===== src/rtl/alu_pkg.sv =====
// Shared opcode constants, legality check and sequencer state encoding for the
// 4-bit ALU command path.
package alu_pkg;

    localparam logic [2:0] OP_AND = 3'b000;
    localparam logic [2:0] OP_OR  = 3'b001;
    localparam logic [2:0] OP_ADD = 3'b010;
    localparam logic [2:0] OP_SUB = 3'b110;
    localparam logic [2:0] OP_SLT = 3'b111;

    localparam int CMD_W = 11;

    typedef enum logic [1:0] {
        ST_IDLE = 2'd0,
        ST_EXEC = 2'd1,
        ST_HOLD = 2'd2
    } state_t;

    function automatic logic is_legal_op(input logic [2:0] op);
        logic legal;
        case (op)
            OP_AND, OP_OR, OP_ADD, OP_SUB, OP_SLT: legal = 1'b1;
            default:                               legal = 1'b0;
        endcase
        return legal;
    endfunction

endpackage


===== src/rtl/alu_cmd_fifo.sv =====
// Command FIFO for the ALU sequencer; entries are {op, b, a}.
// Writes into a full FIFO are dropped even if a pop happens in the same cycle.
module alu_cmd_fifo
    import alu_pkg::*;
#(
    parameter int DEPTH = 4,
    parameter int CNT_W = $clog2(DEPTH) + 1
) (
    input  logic             clk,
    input  logic             rst_n,
    input  logic             push,
    input  logic [CMD_W-1:0] push_data,
    input  logic             pop,
    output logic [CMD_W-1:0] head,
    output logic             full,
    output logic             empty,
    output logic [CNT_W-1:0] count
);

    localparam int PTR_W = $clog2(DEPTH);

    logic [CMD_W-1:0] mem [DEPTH];
    logic [PTR_W-1:0] wr_ptr;
    logic [PTR_W-1:0] rd_ptr;
    logic             do_push;
    logic             do_pop;

    assign full    = (count == CNT_W'(DEPTH));
    assign empty   = (count == '0);
    assign do_push = push && !full;
    assign do_pop  = pop && !empty;
    assign head    = mem[rd_ptr];

    always_ff @(posedge clk) begin
        if (do_push) begin
            mem[wr_ptr] <= push_data;
        end
    end

    // Pointers wrap naturally because DEPTH is a power of two
    always_ff @(posedge clk or negedge rst_n) begin
        if (!rst_n) begin
            wr_ptr <= '0;
            rd_ptr <= '0;
            count  <= '0;
        end else begin
            if (do_push) begin
                wr_ptr <= wr_ptr + PTR_W'(1);
            end
            if (do_pop) begin
                rd_ptr <= rd_ptr + PTR_W'(1);
            end
            case ({do_push, do_pop})
                2'b10:   count <= count + CNT_W'(1);
                2'b01:   count <= count - CNT_W'(1);
                default: count <= count;
            endcase
        end
    end

endmodule


===== src/rtl/alu_cmd_sequencer.sv =====
// Issue/writeback stage around the combinational 4-bit ALU: buffers commands,
// registers ALU operands, captures results and presents them on valid/ready.
module alu_cmd_sequencer
    import alu_pkg::*;
#(
    parameter int DEPTH = 4,
    parameter int CNT_W = 3
) (
    input  logic             clk,
    input  logic             rst_n,
    input  logic             cmd_valid,
    output logic             cmd_ready,
    input  logic [3:0]       cmd_a,
    input  logic [3:0]       cmd_b,
    input  logic [2:0]       cmd_op,
    output logic [3:0]       alu_a,
    output logic [3:0]       alu_b,
    output logic [2:0]       alu_op,
    input  logic [3:0]       alu_result,
    input  logic             alu_zero,
    input  logic             alu_overflow,
    output logic             res_valid,
    input  logic             res_ready,
    output logic [3:0]       res_data,
    output logic             res_zero,
    output logic             res_ovf,
    output logic             res_illegal,
    output logic             ovf_sticky,
    input  logic             ovf_clear,
    output logic [CNT_W-1:0] fifo_count,
    output logic [1:0]       dbg_state
);

    // Handshakes: a command transfers on a rising edge with cmd_valid && cmd_ready;
    // a result transfers on a rising edge with res_valid && res_ready, and res_*
    // hold steady while res_valid is high and res_ready is low.

    state_t           state;
    state_t           state_d;
    logic [CMD_W-1:0] head;
    logic             full;
    logic             empty;
    logic             head_legal;
    logic             fetch;
    logic             pop;
    logic             issue;
    logic             capture;
    logic             mark_illegal;
    logic             release_res;

    alu_cmd_fifo #(
        .DEPTH (DEPTH),
        .CNT_W (CNT_W)
    ) u_fifo (
        .clk       (clk),
        .rst_n     (rst_n),
        .push      (cmd_valid),
        .push_data ({cmd_op, cmd_b, cmd_a}),
        .pop       (pop),
        .head      (head),
        .full      (full),
        .empty     (empty),
        .count     (fifo_count)
    );

    assign cmd_ready  = !full;
    assign head_legal = is_legal_op(head[10:8]);
    assign dbg_state  = state;

    always_ff @(posedge clk or negedge rst_n) begin
        if (!rst_n) begin
            state <= ST_IDLE;
        end else begin
            state <= state_d;
        end
    end

    always_comb begin
        state_d      = state;
        fetch        = 1'b0;
        pop          = 1'b0;
        issue        = 1'b0;
        capture      = 1'b0;
        mark_illegal = 1'b0;
        release_res  = 1'b0;
        case (state)
            ST_IDLE: fetch = 1'b1;
            ST_EXEC: begin
                capture = 1'b1;
                state_d = ST_HOLD;
            end
            ST_HOLD: begin
                if (res_valid && res_ready) begin
                    release_res = 1'b1;
                    state_d     = ST_IDLE;
                    fetch       = 1'b1;
                end
            end
            default: state_d = ST_IDLE;
        endcase
        // Illegal commands skip the ALU entirely and produce a result at once
        if (fetch && !empty) begin
            pop = 1'b1;
            if (head_legal) begin
                issue   = 1'b1;
                state_d = ST_EXEC;
            end else begin
                mark_illegal = 1'b1;
                state_d      = ST_HOLD;
            end
        end
    end

    always_ff @(posedge clk or negedge rst_n) begin
        if (!rst_n) begin
            alu_a       <= '0;
            alu_b       <= '0;
            alu_op      <= '0;
            res_valid   <= 1'b0;
            res_data    <= '0;
            res_zero    <= 1'b0;
            res_ovf     <= 1'b0;
            res_illegal <= 1'b0;
            ovf_sticky  <= 1'b0;
        end else begin
            if (issue) begin
                alu_a  <= head[3:0];
                alu_b  <= head[7:4];
                alu_op <= head[10:8];
            end
            if (capture) begin
                res_data    <= alu_result;
                res_zero    <= alu_zero;
                res_ovf     <= alu_overflow;
                res_illegal <= 1'b0;
                res_valid   <= 1'b1;
            end else if (mark_illegal) begin
                res_data    <= '0;
                res_zero    <= 1'b0;
                res_ovf     <= 1'b0;
                res_illegal <= 1'b1;
                res_valid   <= 1'b1;
            end else if (release_res) begin
                res_valid <= 1'b0;
            end
            // A fresh overflow beats a simultaneous clear
            if (capture && alu_overflow) begin
                ovf_sticky <= 1'b1;
            end else if (ovf_clear) begin
                ovf_sticky <= 1'b0;
            end
        end
    end

endmodule

===== config.mk =====
export PLATFORM = sky130hd
export DESIGN_NAME = alu_cmd_sequencer
export DESIGN_NICKNAME = d
export VERILOG_FILES = /design/src/rtl/alu_pkg.sv /design/src/rtl/alu_cmd_fifo.sv /design/src/rtl/alu_cmd_sequencer.sv
export SDC_FILE = /design/constraint.sdc
export NUM_CORES = 1
export LEC_CHECK = 0
export BUFFER_PORTS_ARGS = -buffer_cell sky130_fd_sc_hd__buf_4
export CAP_MARGIN = 20
export CORE_MARGIN = 5
export CORE_UTILIZATION = 45
export CTS_BUF_LIST = sky130_fd_sc_hd__clkbuf_4
export DETAILED_ROUTE_END_ITERATION = 8
export GPL_ROUTABILITY_DRIVEN = 0
export PLACE_DENSITY = 0.66
export SYNTH_ARGS = -nofsm -noshare
export SYNTH_HDL_FRONTEND = slang
export SYNTH_SLANG_ARGS = --single-unit

===== constraint.sdc =====
create_clock -name clk -period 6.1 [get_ports clk]
set_input_delay 1.525 -clock clk [delete_from_list [all_inputs] [get_ports clk]]
set_output_delay 1.525 -clock clk [all_outputs]
set_load 0.02 [all_outputs]

Yosys cells after proc, flatten, opt, wreduce, memory -nomap -nowiden
Memories as Yosys holds them, arrays and structs flattened.
Cells that the tools add are included.
{"block": "totals", "ff_bits": 29, "ram_bits": 44, "output_inout_bits": 26, "word_cells": 74, "memories": 1}
{"name": "u_fifo.mem", "depth": 4, "word_bits": 11, "read_ports": 1, "rd_clocked_by_memory_dff": 0, "wr": 1, "line": "alu_cmd_fifo.sv:22", "text": "logic [CMD_W-1:0] mem [DEPTH];"}
{"block": "op_classes", "add_sub_neg": 4, "n_eq_ne": 11, "n_mux": 29, "n_reduce_logical": 16}
{"operator": "$mux W1", "n": 21}
{"operator": "$eq A3 B3 Y1 const B", "n": 3}
{"operator": "$mux W4", "n": 2}
{"operator": "$logic_not A3 Y1", "n": 2}
{"operator": "$mux W2", "n": 3}
{"operator": "$pmux W2 S3", "n": 1}
{"operator": "$pmux W3 S2", "n": 1}
{"operator": "$reduce_bool A2 Y1", "n": 3}
{"operator": "$logic_and A1 B1 Y1", "n": 5}
{"operator": "$reduce_or A5 Y1", "n": 1}
{"operator": "$add A2 B1 Y2 const B", "n": 2}
{"operator": "$eq A2 B1 Y1 const B", "n": 2}
{"operator": "$eq A2 B2 Y1 const B", "n": 2}
{"operator": "$add A3 B1 Y3 const B", "n": 1}
{"operator": "$eq A3 B1 Y1 const B", "n": 1}
{"operator": "$eq A3 B2 Y1 const B", "n": 1}
{"operator": "$ne A3 B3 Y1 const B", "n": 1}
{"operator": "$reduce_bool A3 Y1", "n": 1}
{"operator": "$sub A3 B1 Y3 const B", "n": 1}
{"operator": "$logic_not A1 Y1", "n": 2}
{"operator": "$logic_not A2 Y1", "n": 1}
{"operator": "$ne A2 B2 Y1 const B", "n": 1}
{"operator": "$pmux W1 S2", "n": 1}
{"operator": "$reduce_and A2 Y1", "n": 1}

Depth between registers and ports, before layout
Gate-level depths: netlist (run 1).
{"block": "logic_depth", "depth_word": 8, "ltp_mapped": 9, "depth_no_buf": 9}

By module
A second synthesis (run 1) with hierarchy kept.
{"block": "unflattened", "cells_unflattened": 172, "area_unflattened_um2": 2979.1}
{"mod": "alu_cmd_fifo", "instances": 1, "cells_per_inst": 94, "area_per_inst_um2": 2031.9}
{"mod": "alu_cmd_sequencer", "instances": 1, "cells_per_inst": 78, "area_per_inst_um2": 947.2}

Worst setup path before layout (run 1)
OpenSTA, ideal clock, no wires.
{"block": "synth_path", "kind": "in2reg", "startpoint": "input port res_ready", "endpoint": "register u_fifo.count[1]", "setup_ps": 125, "arrival_ps": 2984, "required_ps": 5975, "slack_ps": 2991, "path_stages": 6, "cell_sequence": "a21boi_1 or3_1 inv_2 ha_1 fa_1 mux2_2"}
{"block": "synth_via", "elab_chain_len": 8, "word_cells_on_any_way": 10, "cone_classes": "eq/ne (2); mux (4); reduce/logical (4)"}
{"element": "start: declaration", "line": "alu_cmd_sequencer.sv:23", "text": "input logic res_ready,"}
{"element": "$logic_and A1 B1 Y1 (*)", "line": "alu_cmd_sequencer.sv:93", "text": "if (res_valid && res_ready) begin"}
{"element": "$mux W1 (*)", "line": "alu_cmd_sequencer.sv:93"}
{"element": "$pmux W1 S2 (*)", "line": "alu_cmd_sequencer.sv:86", "text": "case (state)"}
{"element": "$logic_and A1 B1 Y1 (*)", "line": "alu_cmd_sequencer.sv:102", "text": "if (fetch && !empty) begin"}
{"element": "$mux W1 (*)", "line": "alu_cmd_sequencer.sv:102"}
{"element": "$logic_and A1 B1 Y1 (*)", "line": "alu_cmd_fifo.sv:31", "text": "assign do_pop = pop && !empty;"}
{"element": "via u_fifo.do_pop", "line": "alu_cmd_fifo.sv:26", "text": "logic do_pop;"}
{"element": "$eq A2 B1 Y1 / $eq A2 B2 Y1 (equally long branches)", "line": "alu_cmd_fifo.sv:53", "text": "case ({do_push, do_pop})"}
{"element": "$pmux W3 S2 / $reduce_bool A2 Y1 (equally long branches)"}
{"element": "end signal: assignment", "line": "alu_cmd_fifo.sv:54", "text": "2'b10: count <= count + CNT_W'(1);"}
{"element": "end signal: assignment", "line": "alu_cmd_fifo.sv:55", "text": "2'b01: count <= count - CNT_W'(1);"}
{"element": "end signal: assignment", "line": "alu_cmd_fifo.sv:56", "text": "default: count <= count;"}
{"element": "end: declaration", "line": "alu_cmd_fifo.sv:17", "text": "output logic [CNT_W-1:0] count"}
Mark *: on every way through the listed nets, which the timed path passes. The rest lies on a longest branch.
A chain may end at the register's enable or synchronous reset.

Worst setup path after layout (run 1)
Ends and elaborated chain as after synthesis.

==> parameters.txt, run 1 <==
Parameter                              Value

Synth
  Average cell area after synthesis ... 17.7 µm²
  Post-synthesis sequential area ratio ... 69.6%
  Cell count after synthesis ... 166
  Synthesis warning total ... 0
  Share of Yosys cell area claimed by the top area cell type ... 45.0%
  Cell types with the highest counts after synthesis ... 44 x sky130_fd_sc_hd__edfxtp_1, 29 x sky130_fd_sc_hd__dfrtp_1, 16 x sky130_fd_sc_hd__nand2_1, 11 x sky130_fd_sc_hd__mux4_2, 9 x sky130_fd_sc_hd__mux2_4
  Number of synthesized register bits ... 73
  Top cells by area in the synthesized netlist ... sky130_fd_sc_hd__edfxtp_1 45%, sky130_fd_sc_hd__dfrtp_1 25%, sky130_fd_sc_hd__mux4_2 8.4%
  Dominant cell type by area after synthesis ... sky130_fd_sc_hd__edfxtp_1
  Number of distinct library cells after synthesis ... 33
  Fraction of registers with async set/reset ... 39.7%
  Most frequently used cell type in the post-synthesis netlist ... sky130_fd_sc_hd__edfxtp_1
  Post-synth top flop ... sky130_fd_sc_hd__edfxtp_1
  Number of enable-type register cells in the synthesized netlist ... 44
  Number of nets in the synthesized netlist ... 194
  Netlist area before placement ... 0.00294 mm²

Critical path
  Critical-path cell list ... buf_4 > a21boi_1 > or3_1 > inv_2 > ha_1 > fa_1 > mux2_2
  Logic depth of the worst setup path including buffers ... 7
  Delay of the slowest cell on the worst path ... 0.45 ns
  Family with the most delay on the worst path ... adder cells
  Number of cells on the worst reg-to-reg path ... 4
  Arrival @ worst endpoint ... 3.15 ns
  End point of the critical path ... u_fifo.count[1]
  Setup crit start kind ... input port
  Setup slack on the worst flop-to-flop path ... 3.62 ns
  Kind of critical path ... in2reg
  Worst EP required ... 6.39 ns
  Critical Path Sink Type ... flip-flop
  CP bufs+invs ... 2
  Critical-path top delay cell ... sky130_fd_sc_hd__or3_1
  Critical-path maximum fanout ... 4
  R2r endpoint ... alu_op[2]
  Worst setup startpoint ... res_ready
  R2r startpoint ... u_fifo.rd_ptr[0]

Clock tree
  # clock sinks ... 73
  CTS root buf ... sky130_fd_sc_hd__clkbuf_4
  Clk buf depth ... 2
  Post-cts sizing count ... 0
  Total clock buffers created by CTS ... 9
  H-tree depth ... 3
  CTS tree ... built
  Later-pin clock latency in the skew report ... 0.40 ns
  Post-CTS setup repair buffer count ... 0
  Clk pin slew, worst setup/hold paths ... 0.10 ns
  Hold_buf cts ... 0

Floorplanning
  Chip Width ... 90.8 µm
  Die extent in y ... 90.8 µm
  Die Footprint ... 0.00825 mm²
  Core area ... 0.00635 mm²
  Effective utilization at floorplan ... 46.3%
  # IOs ... 48
  # rows ... 29

GRT
  Via count of the first global-routing pass ... 1697
  Overall Global Routing Usage ... 13.8%
  Pin count of the biggest net entering global routing ... 30
  Initial antenna violation count ... 0
  Global-route wire length before repair ... 8820 µm
  Total grt overflow ... 0

Layout
  Area added between synthesis and finish ... 18.9%
  N_diodes ... 0
  Fill cell total of the finished layout ... 521
  Post-layout instance area ... 0.00350 mm²
  # nets final ... 248
  Layout Cells excl Fill ... 302
  Finished Core Util ... 55.1%
  Layout cell share with drive strength beyond 1 ... 40.0%

Power
  Overall power after layout ... 1.91 mW
  Internal power ... 1.24 mW
  Net switching component of the power ... 0.670 mW
  P_leak ... 1.44 nW
  Cell area power density ... 546 mW/mm²
  Clock share of power ... 15.5%
  Max rail drop VDD ... 0.000330 V
  Fraction of power consumed by sequential logic ... 42.5%
  Sw Ratio ... 35.1%
  Logic pwr share ... 42.0%

Placed design
  Count of input and output buffers ... 47
  Cell area after placement ... 0.00336 mm²
  HPWL Detailed ... 3470 µm
  Pre-CTS setup slack ... 2.82 ns
  Placed Instances ... 286

Drt
  Routed via count ... 1554
  Routed length per placed instance ... 17.0 µm
  1st-iter DRT viols ... 75
  Detailed-route vias per instance ... 5.15
  Number of nets with antenna violations after routing ... 0
  Total detailed-routing wirelength ... 5140 µm
  Detailed-router iteration count before antenna repair ... 4
  DRC Markers ... 0

Timing
  Slew of the pin with the lowest slew margin ... 0.819 ns
  Minimum setup slack in the final design ... 3.24 ns
  Clock period minus final worst setup slack ... 2.86 ns
  Worst-case clock skew ... 0.0188 ns
  Unrepaired setup endpoints after global routing ... false
  Final Max Tran Viols ... 0
  Maximum clock frequency ... 0.349 GHz
  Worst hold slack after final layout ... 0.501 ns
  Worst max-slew margin expressed relative to the limit ... 45.4%
  Count of final hold-check violations ... 0
  Total negative slack for setup checks ... 0 ns
  Part of the cycle the worst path needs ... 46.9%
  Final number of setup-violating endpoints ... 0

Outcome
  Status ... finished clean

Run
  Max Cap Violations ... 0

Min path
  Worst hold path stage count ... 1
  Kind of path behind the tightest hold check ... reg2reg
-- kinds of logic (layout without fill, tap and decap cells) --
kind of cell,count (synthesis),after routing,synth area share [%]
simple gates,32,32,6.34
flops,73,73,69.6
compound gates,15,15,3.36
mux,23,23,14.2
buf+inv,11,70,1.87
xor+xnor,6,6,1.79
fa+ha+maj,6,6,2.81
-- sequential cells by signal (all words and copies together) (netlist names) --
name / count
res_valid: 1
alu_b: 4
alu_a: 4
u_fifo.count: 3
res_illegal: 1
res_zero: 1
alu_op: 3
u_fifo.wr_ptr: 2
dbg_state: 2
u_fifo.mem: 44
res_ovf: 1
ovf_sticky: 1
u_fifo.rd_ptr: 2
res_data: 4
-- cells in the final DEF (no fill, tap or decap), types with 3 or more instances in the layout --
cell type and n:
sky130_fd_sc_hd__inv_2 3, sky130_fd_sc_hd__clkbuf_4 12, sky130_fd_sc_hd__dfrtp_1 29, sky130_fd_sc_hd__inv_1 4, sky130_fd_sc_hd__ha_1 5, sky130_fd_sc_hd__xnor2_1 5
sky130_fd_sc_hd__nand2_1 16, sky130_fd_sc_hd__o21ai_1 7, sky130_fd_sc_hd__mux2_4 9, sky130_fd_sc_hd__edfxtp_1 44, sky130_fd_sc_hd__and3_1 4, sky130_fd_sc_hd__buf_4 47
sky130_fd_sc_hd__mux4_2 11
-- how the worst min path moves through the flow --
| stage | start | endpoint | slack [ns] |
|---|---|---|---|
| floorplan | u_fifo.wr_ptr[1] | u_fifo.wr_ptr[1] | 0.51 |
| global placement | alu_op[2] | alu_op[2] | 0.48 |
| detailed placement | alu_op[2] | alu_op[2] | 0.48 |
| CTS | alu_op[2] | alu_op[2] | 0.51 |
| global route | ovf_sticky | ovf_sticky | 0.54 |
| finish | alu_op[2] | alu_op[2] | 0.50 |
-- final cells by class --
type / count / area [µm²] / share of cell area [%]
Multi-Input combinational cell: 82 / 837 / 23.9
Tap cell: 77 / 96.3 / 2.76
Inverter: 7 / 26.3 / 0.752
Timing Repair Buffer: 47 / 353 / 10.1
Clock buffer: 12 / 90.1 / 2.58
Clock inverter: 4 / 46.3 / 1.32
Sequential cell: 73 / 2050 / 58.6
-- metal layers --
metal | global-route usage, % | routed length, µm
met1 | 18.0 | 2310
met5 | 0 | 0
met4 | 6.97 | 124
met3 | 4.08 | 279
met2 | 21.1 | 2430
-- power by group through the flow --
stage / Combinational [mW] / Sequential (mW) / Clock, mW
after floorplan: 0.532 / 0.865 / 0
after global placement: 0.799 / 0.821 / 0
after detailed placement: 0.815 / 0.824 / 0
after CTS: 0.817 / 0.814 / 0.305
after global routing: 0.872 / 0.835 / 0.330
final: 0.802 / 0.811 / 0.296
No activity file was read; power rests on OpenSTA's default activity.
==> run 2: changes to the inputs <==
- ABC_AREA: unset -> 1
- PLACE_DENSITY: 0.66 -> 0.68
- clock period: 6.1 -> 2.34 ns (I/O delays scaled with it)
==> run 2 against run 1 <==
Flip-flop and latch count unchanged. Power increased to 2.6 times the previous value. Combinational power rose to 3.0 times the previous value. Worst setup slack got worse by 2.9 ns. Final area is 3.4% higher. Synthesized cell count increased by 54%. Global-route usage down 0.19 points. Sequential share of layout area decreased by 1.9 points. Final cell count up 31%. Critical path type is now reg2reg. Highest routed layer unchanged.
==> parameters.txt, run 2 <==
Parameter                              Value

GRT
  Initial antenna violation count ... 0 (unchanged)
  Via count of the first global-routing pass ... 1763 (+3.9%)
  Overall Global Routing Usage ... 13.7% (-0.19 points)
  Global-route wire length before repair ... 8830 µm (+0.16%)
  Pin count of the biggest net entering global routing ... 30 (unchanged)
  Total grt overflow ... 0 (unchanged)

Synth
  Main combinational cell family by area after synthesis ... simple AND/OR/NAND/NOR gates
  Area fraction in compound gates after synthesis ... 9.09% (+5.7 points)
  Number of nets in the synthesized netlist ... 284 (+46%)
  Average cell area after synthesis ... 12.0 µm² (-32%)
  Post-synthesis sequential area ratio ... 66.4% (-3.3 points)
  Fraction of registers with async set/reset ... 39.7% (unchanged)
  Number of enable-type register cells in the synthesized netlist ... 44 (unchanged)
  Share of synthesized cell area in full adder, half adder and majority cells ... 2.68% (-0.13 points)
  Synthesis warning total ... 0 (unchanged)
  Netlist area before placement ... 0.00308 mm² (+4.9%)
  Cell types with the highest counts after synthesis ... 44 x sky130_fd_sc_hd__edfxtp_1, 40 x sky130_fd_sc_hd__nand2_1, 29 x sky130_fd_sc_hd__dfrtp_1, 28 x sky130_fd_sc_hd__inv_1, 23 x sky130_fd_sc_hd__nor2_1
  Number of distinct library cells after synthesis ... 27 (-18%)
  Mux contribution to synthesized area ... 0% (-14 points)
  Most frequently used cell type in the post-synthesis netlist ... sky130_fd_sc_hd__edfxtp_1
  Post-synthesis share of cell area spent on and, or, nand and nor gates ... 14.3% (+8.0 points)
  Top cells by area in the synthesized netlist ... sky130_fd_sc_hd__edfxtp_1 43%, sky130_fd_sc_hd__dfrtp_1 24%, sky130_fd_sc_hd__nand2_1 4.9%
  Post-synth top flop ... sky130_fd_sc_hd__edfxtp_1
  Dominant cell type by area after synthesis ... sky130_fd_sc_hd__edfxtp_1
  Post-synthesis xor/xnor area fraction ... 1.42% (-0.37 points)
  Share of Yosys cell area claimed by the top area cell type ... 42.9% (-2.1 points)
  Number of synthesized register bits ... 73 (unchanged)
  Cell count after synthesis ... 256 (+54%)

Critical path
  Family with the most delay on the worst path ... adder cells
  Worst EP required ... 2.63 ns (-3.76 ns)
  Delay of the slowest cell on the worst path ... 0.45 ns (about the same)
  Critical-path cell list ... inv_1 > nand3_1 > nand2_1 > ha_1 > fa_1 > a21oi_1 > o21ai_0 > xor2_1
  Critical Path Sink Type ... flip-flop
  CP bufs+invs ... 1 (-1)
  Kind of critical path ... reg2reg
  Critical-path top delay cell ... sky130_fd_sc_hd__dfrtp_1
  Worst setup startpoint ... u_fifo.count[0]
  Arrival @ worst endpoint ... 2.32 ns (-0.83 ns)
  End point of the critical path ... u_fifo.count[2]
  Setup crit start kind ... flip-flop
  Number of cells on the worst reg-to-reg path ... 8 (+4)
  R2r endpoint ... u_fifo.count[2]
  Setup slack on the worst flop-to-flop path ... 0.31 ns (-3.31 ns)
  R2r startpoint ... u_fifo.count[0]
  Logic depth of the worst setup path including buffers ... 8 (+1)
  Critical-path maximum fanout ... 8 (+4)

Timing
  Worst max-slew margin expressed relative to the limit ... 69.8% (+24 points)
  Unrepaired setup endpoints after global routing ... false
  Slew of the pin with the lowest slew margin ... 0.453 ns (-0.366 ns)
  Part of the cycle the worst path needs ... 86.7%
  Clock period minus final worst setup slack ... 2.03 ns
  Maximum clock frequency ... 0.493 GHz
  Total negative slack for setup checks ... 0 ns (unchanged)
  Count of final hold-check violations ... 0 (unchanged)
  Final Max Tran Viols ... 0 (unchanged)
  Final number of setup-violating endpoints ... 0 (unchanged)
  Worst-case clock skew ... 0.00890 ns (-0.00991 ns)

Drt
  DRC Markers ... 0 (unchanged)
  Detailed-route vias per instance ... 4.86 (-5.5%)
  Total detailed-routing wirelength ... 5490 µm (+6.9%)
  Routed length per placed instance ... 13.9 µm (-18%)
  Detailed-router iteration count before antenna repair ... 4 (unchanged)
  Number of nets with antenna violations after routing ... 0 (unchanged)
  Routed via count ... 1925 (+24%)
  1st-iter DRT viols ... 135 (+80%)

Layout
  Layout Cells excl Fill ... 396 (+31%)
  Top library cells by usage in the layout, fill and taps aside ... 54 x sky130_fd_sc_hd__buf_4, 44 x sky130_fd_sc_hd__edfxtp_1, 40 x sky130_fd_sc_hd__nand2_1, 29 x sky130_fd_sc_hd__dfrtp_1, 28 x sky130_fd_sc_hd__inv_1
  Area added between synthesis and finish ... 17.2%
  Commonest non-fill, non-tap cell in the layout ... sky130_fd_sc_hd__buf_4
  Most flops, register ... u_fifo.mem
  N_diodes ... 0 (unchanged)
  Number of flip-flops in the largest register ... 44 (unchanged)
  # nets final ... 340 (+37%)
  Layout cell share with drive strength beyond 1 ... 29.4% (-11 points)
  Fill cell total of the finished layout ... 596 (+14%)

Clock tree
  Post-cts sizing count ... 0 (unchanged)
  # clock sinks ... 73 (unchanged)
  H-tree depth ... 3 (unchanged)
  Clk pin slew, worst setup/hold paths ... 0.11 ns (about the same)
  Total clock buffers created by CTS ... 9 (unchanged)
  CTS root buf ... sky130_fd_sc_hd__clkbuf_4
  Later-pin clock latency in the skew report ... 0.41 ns (about the same)
  Hold_buf cts ... 0 (unchanged)
  Post-CTS setup repair buffer count ... 0 (unchanged)
  CTS tree ... built
  Clk buf depth ... 2 (unchanged)

Floorplanning
  Core area ... 0.00672 mm² (+5.8%)
  Chip Width ... 92.8 µm (+2.2%)
  Die Footprint ... 0.00861 mm² (+4.4%)
  Effective utilization at floorplan ... 45.9% (-0.40 points)
  # IOs ... 48 (unchanged)
  # rows ... 30 (+3.4%)
  Die extent in y ... 92.8 µm (+2.2%)

Power
  Max rail drop VDD ... 0.000402 V (+22%)
  Cell area power density ... 1390 mW/mm² (+150%)
  P_leak ... 1.59 nW (+9.9%)

Min path
  Kind of path behind the tightest hold check ... in2async

Outcome
  Status ... finished clean

Placed design
  HPWL Detailed ... 3720 µm (+7.2%)
  Placed Instances ... 381 (+33%)
  Count of input and output buffers ... 47 (unchanged)

Run
  Max Cap Violations ... 0 (unchanged)
-- run 2: cell count changes after synthesis, moves of 4 or more --
cell,previous run,this run
sky130_fd_sc_hd__and3_1,4,0
sky130_fd_sc_hd__buf_6,0,4
sky130_fd_sc_hd__inv_1,4,28
sky130_fd_sc_hd__mux2_4,9,0
sky130_fd_sc_hd__mux4_2,11,0
sky130_fd_sc_hd__nand2_1,16,40
sky130_fd_sc_hd__nand2_2,0,7
sky130_fd_sc_hd__nand3_1,0,14
sky130_fd_sc_hd__nor2_1,2,23
sky130_fd_sc_hd__o21ai_0,1,18
sky130_fd_sc_hd__o21ai_1,7,0
sky130_fd_sc_hd__o21ai_2,0,10
sky130_fd_sc_hd__o22ai_1,0,8
sky130_fd_sc_hd__xnor2_1,5,1
-- run 2: report_power, final --
group | switching, mW | internal [mW]
Clock | 0.405 | 0.213
Sequential | 0.212 | 1.78
Combinational | 1.52 | 0.887
Total | 2.14 | 2.88
-- run 2: worst min path at each step --
stage	start	cells past startpoint	slack [ns]	end
after CTS	rst_n	1	0.07	res_data[2]
after global routing	rst_n	1	0.07	u_fifo.rd_ptr[0]
after global placement	alu_op[0]	2	0.46	alu_op[0]
after detailed placement	alu_op[0]	2	0.46	alu_op[0]
after floorplan	rst_n	0	0.29	alu_a[0]
final	rst_n	1	0.08	alu_a[1]
-- run 2: cell type report --
type                            instances  area, µm²  share of cell area (%)
Clock inverter                          5       23.8                   0.658
Clock buffer                           10       75.1                    2.08
Inverter                               30        115                    3.18
Tap cell                               80        100                    2.77
Multi-Input combinational cell        144        848                    23.5
Timing Repair Buffer                   54        405                    11.2
Sequential cell                        73       2050                    56.6
-- run 2: cell families after synthesis --
group	after synthesis
AOI/OAI and AO/OA	42
xor gates and xnor gates	5
adders and majority gates	6
buffers and inverters	39
DFF	73
and+or+nand+nor	91
-- run 2: per-layer routing --
layer  vias to the layer above  routed length (µm)  track usage, %
met5                         -                   0               0
met4                         0                 122            8.42
met3                        10                 354            3.98
li1                        975                   -               -
met2                        56                2530            20.3
met1                       884                2480            17.5
-- run 2: through the flow --
step / cell area [µm²] / utilization [%] / hold WS, ns / total power, mW / setup slack (ns)
after detailed placement: 3520 / 52.3 / 0.464 / 4.48 / 0.156
after CTS: 3610 / 53.8 / 0.0668 / 5.09 / 0.284
after global routing: 3610 / 53.8 / 0.0701 / 5.42 / 0.141
after floorplan: 3080 / - / 0.289 / 3.82 / 0.157
final: 3610 / 53.8 / 0.0795 / 5.02 / 0.311
after global placement: 3520 / 52.3 / 0.460 / 4.41 / 0.215
==> run 3: changes to the inputs <==
- CORE_UTILIZATION: 45 -> 53
- PLACE_DENSITY: 0.68 -> 0.78
==> run 3 against run 2 <==
Critical path depth did not move. Via count rose by 1.2%. Worst setup slack improved by 0.025 ns. Final cell count fell by 1.5%. Count of clock-buffer cells in the layout rose by 1. Largest cell class unchanged. Power rose by 5.2%. Critical path type unchanged. Sequential share of layout area fell by 0.85 points.
==> parameters.txt, run 3 (same netlist as run 2, synthesis figures left out) <==
Parameter                              Value

Timing
  Worst-case clock skew ... 0.00797 ns (-0.000926 ns)
  Worst max-slew margin expressed relative to the limit ... 72.6% (+2.8 points)
  Final number of setup-violating endpoints ... 0 (unchanged)
  Clock period minus final worst setup slack ... 2.00 ns (-0.0247 ns)
  Total negative slack for setup checks ... 0 ns (unchanged)
  Worst hold slack after final layout ... 0.0925 ns (+0.0129 ns)
  Maximum clock frequency ... 0.499 GHz (+1.2%)
  Unrepaired setup endpoints after global routing ... false
  Slew of the pin with the lowest slew margin ... 0.411 ns (-0.0421 ns)
  Minimum setup slack in the final design ... 0.335 ns (+0.0247 ns)
  Final Max Tran Viols ... 0 (unchanged)
  Part of the cycle the worst path needs ... 85.7% (-1.1 points)
  Count of final hold-check violations ... 0 (unchanged)

Floorplanning
  Effective utilization at floorplan ... 55.3% (+9.4 points)
  Die extent in y ... 86.3 µm (-7.0%)
  Core area ... 0.00557 mm² (-17%)
  Die Footprint ... 0.00744 mm² (-14%)
  # IOs ... 48 (unchanged)
  # rows ... 27 (-10%)
  Chip Width ... 86.3 µm (-7.0%)

Placed design
  Pre-CTS setup slack ... 0.195 ns (+0.0397 ns)
  HPWL Detailed ... 3820 µm (+2.9%)
  Count of input and output buffers ... 47 (unchanged)
  Cell area after placement ... 0.00351 mm² (-0.28%)

Layout
  Area added between synthesis and finish ... 19.0%
  Fill cell total of the finished layout ... 421 (-29%)
  Layout cell share with drive strength beyond 1 ... 30.6% (+1.2 points)
  Post-layout instance area ... 0.00367 mm² (+1.5%)
  # nets final ... 340 (unchanged)
  Number of flip-flops in the largest register ... 44 (unchanged)
  Top library cells by usage in the layout, fill and taps aside ... 54 x sky130_fd_sc_hd__buf_4, 44 x sky130_fd_sc_hd__edfxtp_1, 40 x sky130_fd_sc_hd__nand2_1, 29 x sky130_fd_sc_hd__dfrtp_1, 28 x sky130_fd_sc_hd__inv_1
  Most flops, register ... u_fifo.mem
  Commonest non-fill, non-tap cell in the layout ... sky130_fd_sc_hd__buf_4

Power
  Cell area power density ... 1440 mW/mm² (+3.6%)
  P_leak ... 1.62 nW (+2.3%)
  Max rail drop VDD ... 0.000715 V (+78%)
  Overall power after layout ... 5.28 mW (+5.2%)

Critical path
  Arrival @ worst endpoint ... 2.28 ns (-0.04 ns)
  End point of the critical path ... u_fifo.count[2]
  Worst setup startpoint ... u_fifo.count[0]
  Kind of critical path ... reg2reg
  R2r endpoint ... u_fifo.count[2]
  Setup crit start kind ... flip-flop
  R2r startpoint ... u_fifo.count[0]
  Worst EP required ... 2.62 ns (about the same)
  Critical-path maximum fanout ... 8 (unchanged)
  Critical Path Sink Type ... flip-flop
  Number of cells on the worst reg-to-reg path ... 8 (unchanged)
  Setup slack on the worst flop-to-flop path ... 0.34 ns (+0.02 ns)

Outcome
  Status ... finished clean

Clock tree
  Total clock buffers created by CTS ... 9 (unchanged)
  CTS root buf ... sky130_fd_sc_hd__clkbuf_4
  CTS tree ... built
  # clock sinks ... 73 (unchanged)
  Later-pin clock latency in the skew report ... 0.39 ns (-0.02 ns)
  Post-cts sizing count ... 0 (unchanged)
  Clk buf depth ... 2 (unchanged)
  Post-CTS setup repair buffer count ... 0 (unchanged)
  Hold_buf cts ... 0 (unchanged)
  H-tree depth ... 3 (unchanged)
  Clk pin slew, worst setup/hold paths ... 0.11 ns (about the same)

Run
  Max Cap Violations ... 0 (unchanged)

Min path
  Kind of path behind the tightest hold check ... in2async

GRT
  Via count of the first global-routing pass ... 1992 (+13%)
  Total grt overflow ... 0 (unchanged)
  Global-route wire length before repair ... 9450 µm (+7.0%)
  Pin count of the biggest net entering global routing ... 30 (unchanged)
  Initial antenna violation count ... 1 (+1)
  Overall Global Routing Usage ... 16.6% (+3.0 points)

Drt
  Routed via count ... 1949 (+1.2%)
  1st-iter DRT viols ... 182 (+35%)
  Routed length per placed instance ... 14.2 µm (+2.6%)
  Total detailed-routing wirelength ... 5550 µm (+1.1%)
  Detailed-router iteration count before antenna repair ... 4 (unchanged)
  Number of nets with antenna violations after routing ... 0 (unchanged)
  DRC Markers ... 0 (unchanged)
  Detailed-route vias per instance ... 5.00 (+2.8%)
run 3: power by group:
part	leakage, nW	internal, mW	switching (mW)
sequential	0.758	1.78	0.216
combinational	0.773	0.890	1.51
clock	0.0912	0.459	0.421
total	1.62	3.13	2.15
run 3: stage by stage:
step           instances  utilization [%]
6_report             390             65.8
4_1_cts              389             65.8
5_1_grt              390             65.8
3_3_place_gp         373             62.9
2_1_floorplan        256                -
3_5_place_dp         373             62.9
run 3: layer usage:
layer | wire [µm] | track usage, % | part of all wire [%]
met2 | 2760 | 26.2 | 50
met3 | 333 | 3.52 | 6.0
met5 | 0 | 0 | 0
met4 | 93 | 8.92 | 1.7
met1 | 2370 | 21.6 | 43
run 3: worst min-delay path by stage:
stage	from	to	slack, ns	cells after the start
final	rst_n	alu_a[2]	0.09	1
after global routing	rst_n	alu_a[2]	0.08	1
after CTS	rst_n	alu_b[3]	0.08	1
after detailed placement	alu_op[1]	alu_op[1]	0.48	2
after global placement	alu_b[0]	alu_b[0]	0.47	2
after floorplan	rst_n	alu_a[0]	0.29	0
run 3: worst max-delay path: stages, from the launching register on:
cell and delay [ns]:
sky130_fd_sc_hd__dfrtp_1 0.44, sky130_fd_sc_hd__inv_1 0.11, sky130_fd_sc_hd__nand3_1 0.11, sky130_fd_sc_hd__nand2_1 0.19, sky130_fd_sc_hd__ha_1 0.29, sky130_fd_sc_hd__fa_1 0.38, sky130_fd_sc_hd__a21oi_1 0.12, sky130_fd_sc_hd__o21ai_0 0.10
sky130_fd_sc_hd__xor2_1 0.15
run 3: final cells by class:
| class | instances | area, µm² | share of cell area, % |
|---|---|---|---|
| repair buffers | 54 | 405 | 11.0 |
| clock inverters | 5 | 78.8 | 2.15 |
| multi-input cells | 144 | 848 | 23.1 |
| clock buffers | 11 | 82.6 | 2.25 |
| well taps | 72 | 90.1 | 2.45 |
| inverters | 30 | 115 | 3.14 |
| flip-flops and latches | 73 | 2050 | 55.8 |
| diodes | 1 | 2.50 | 0.0682 |
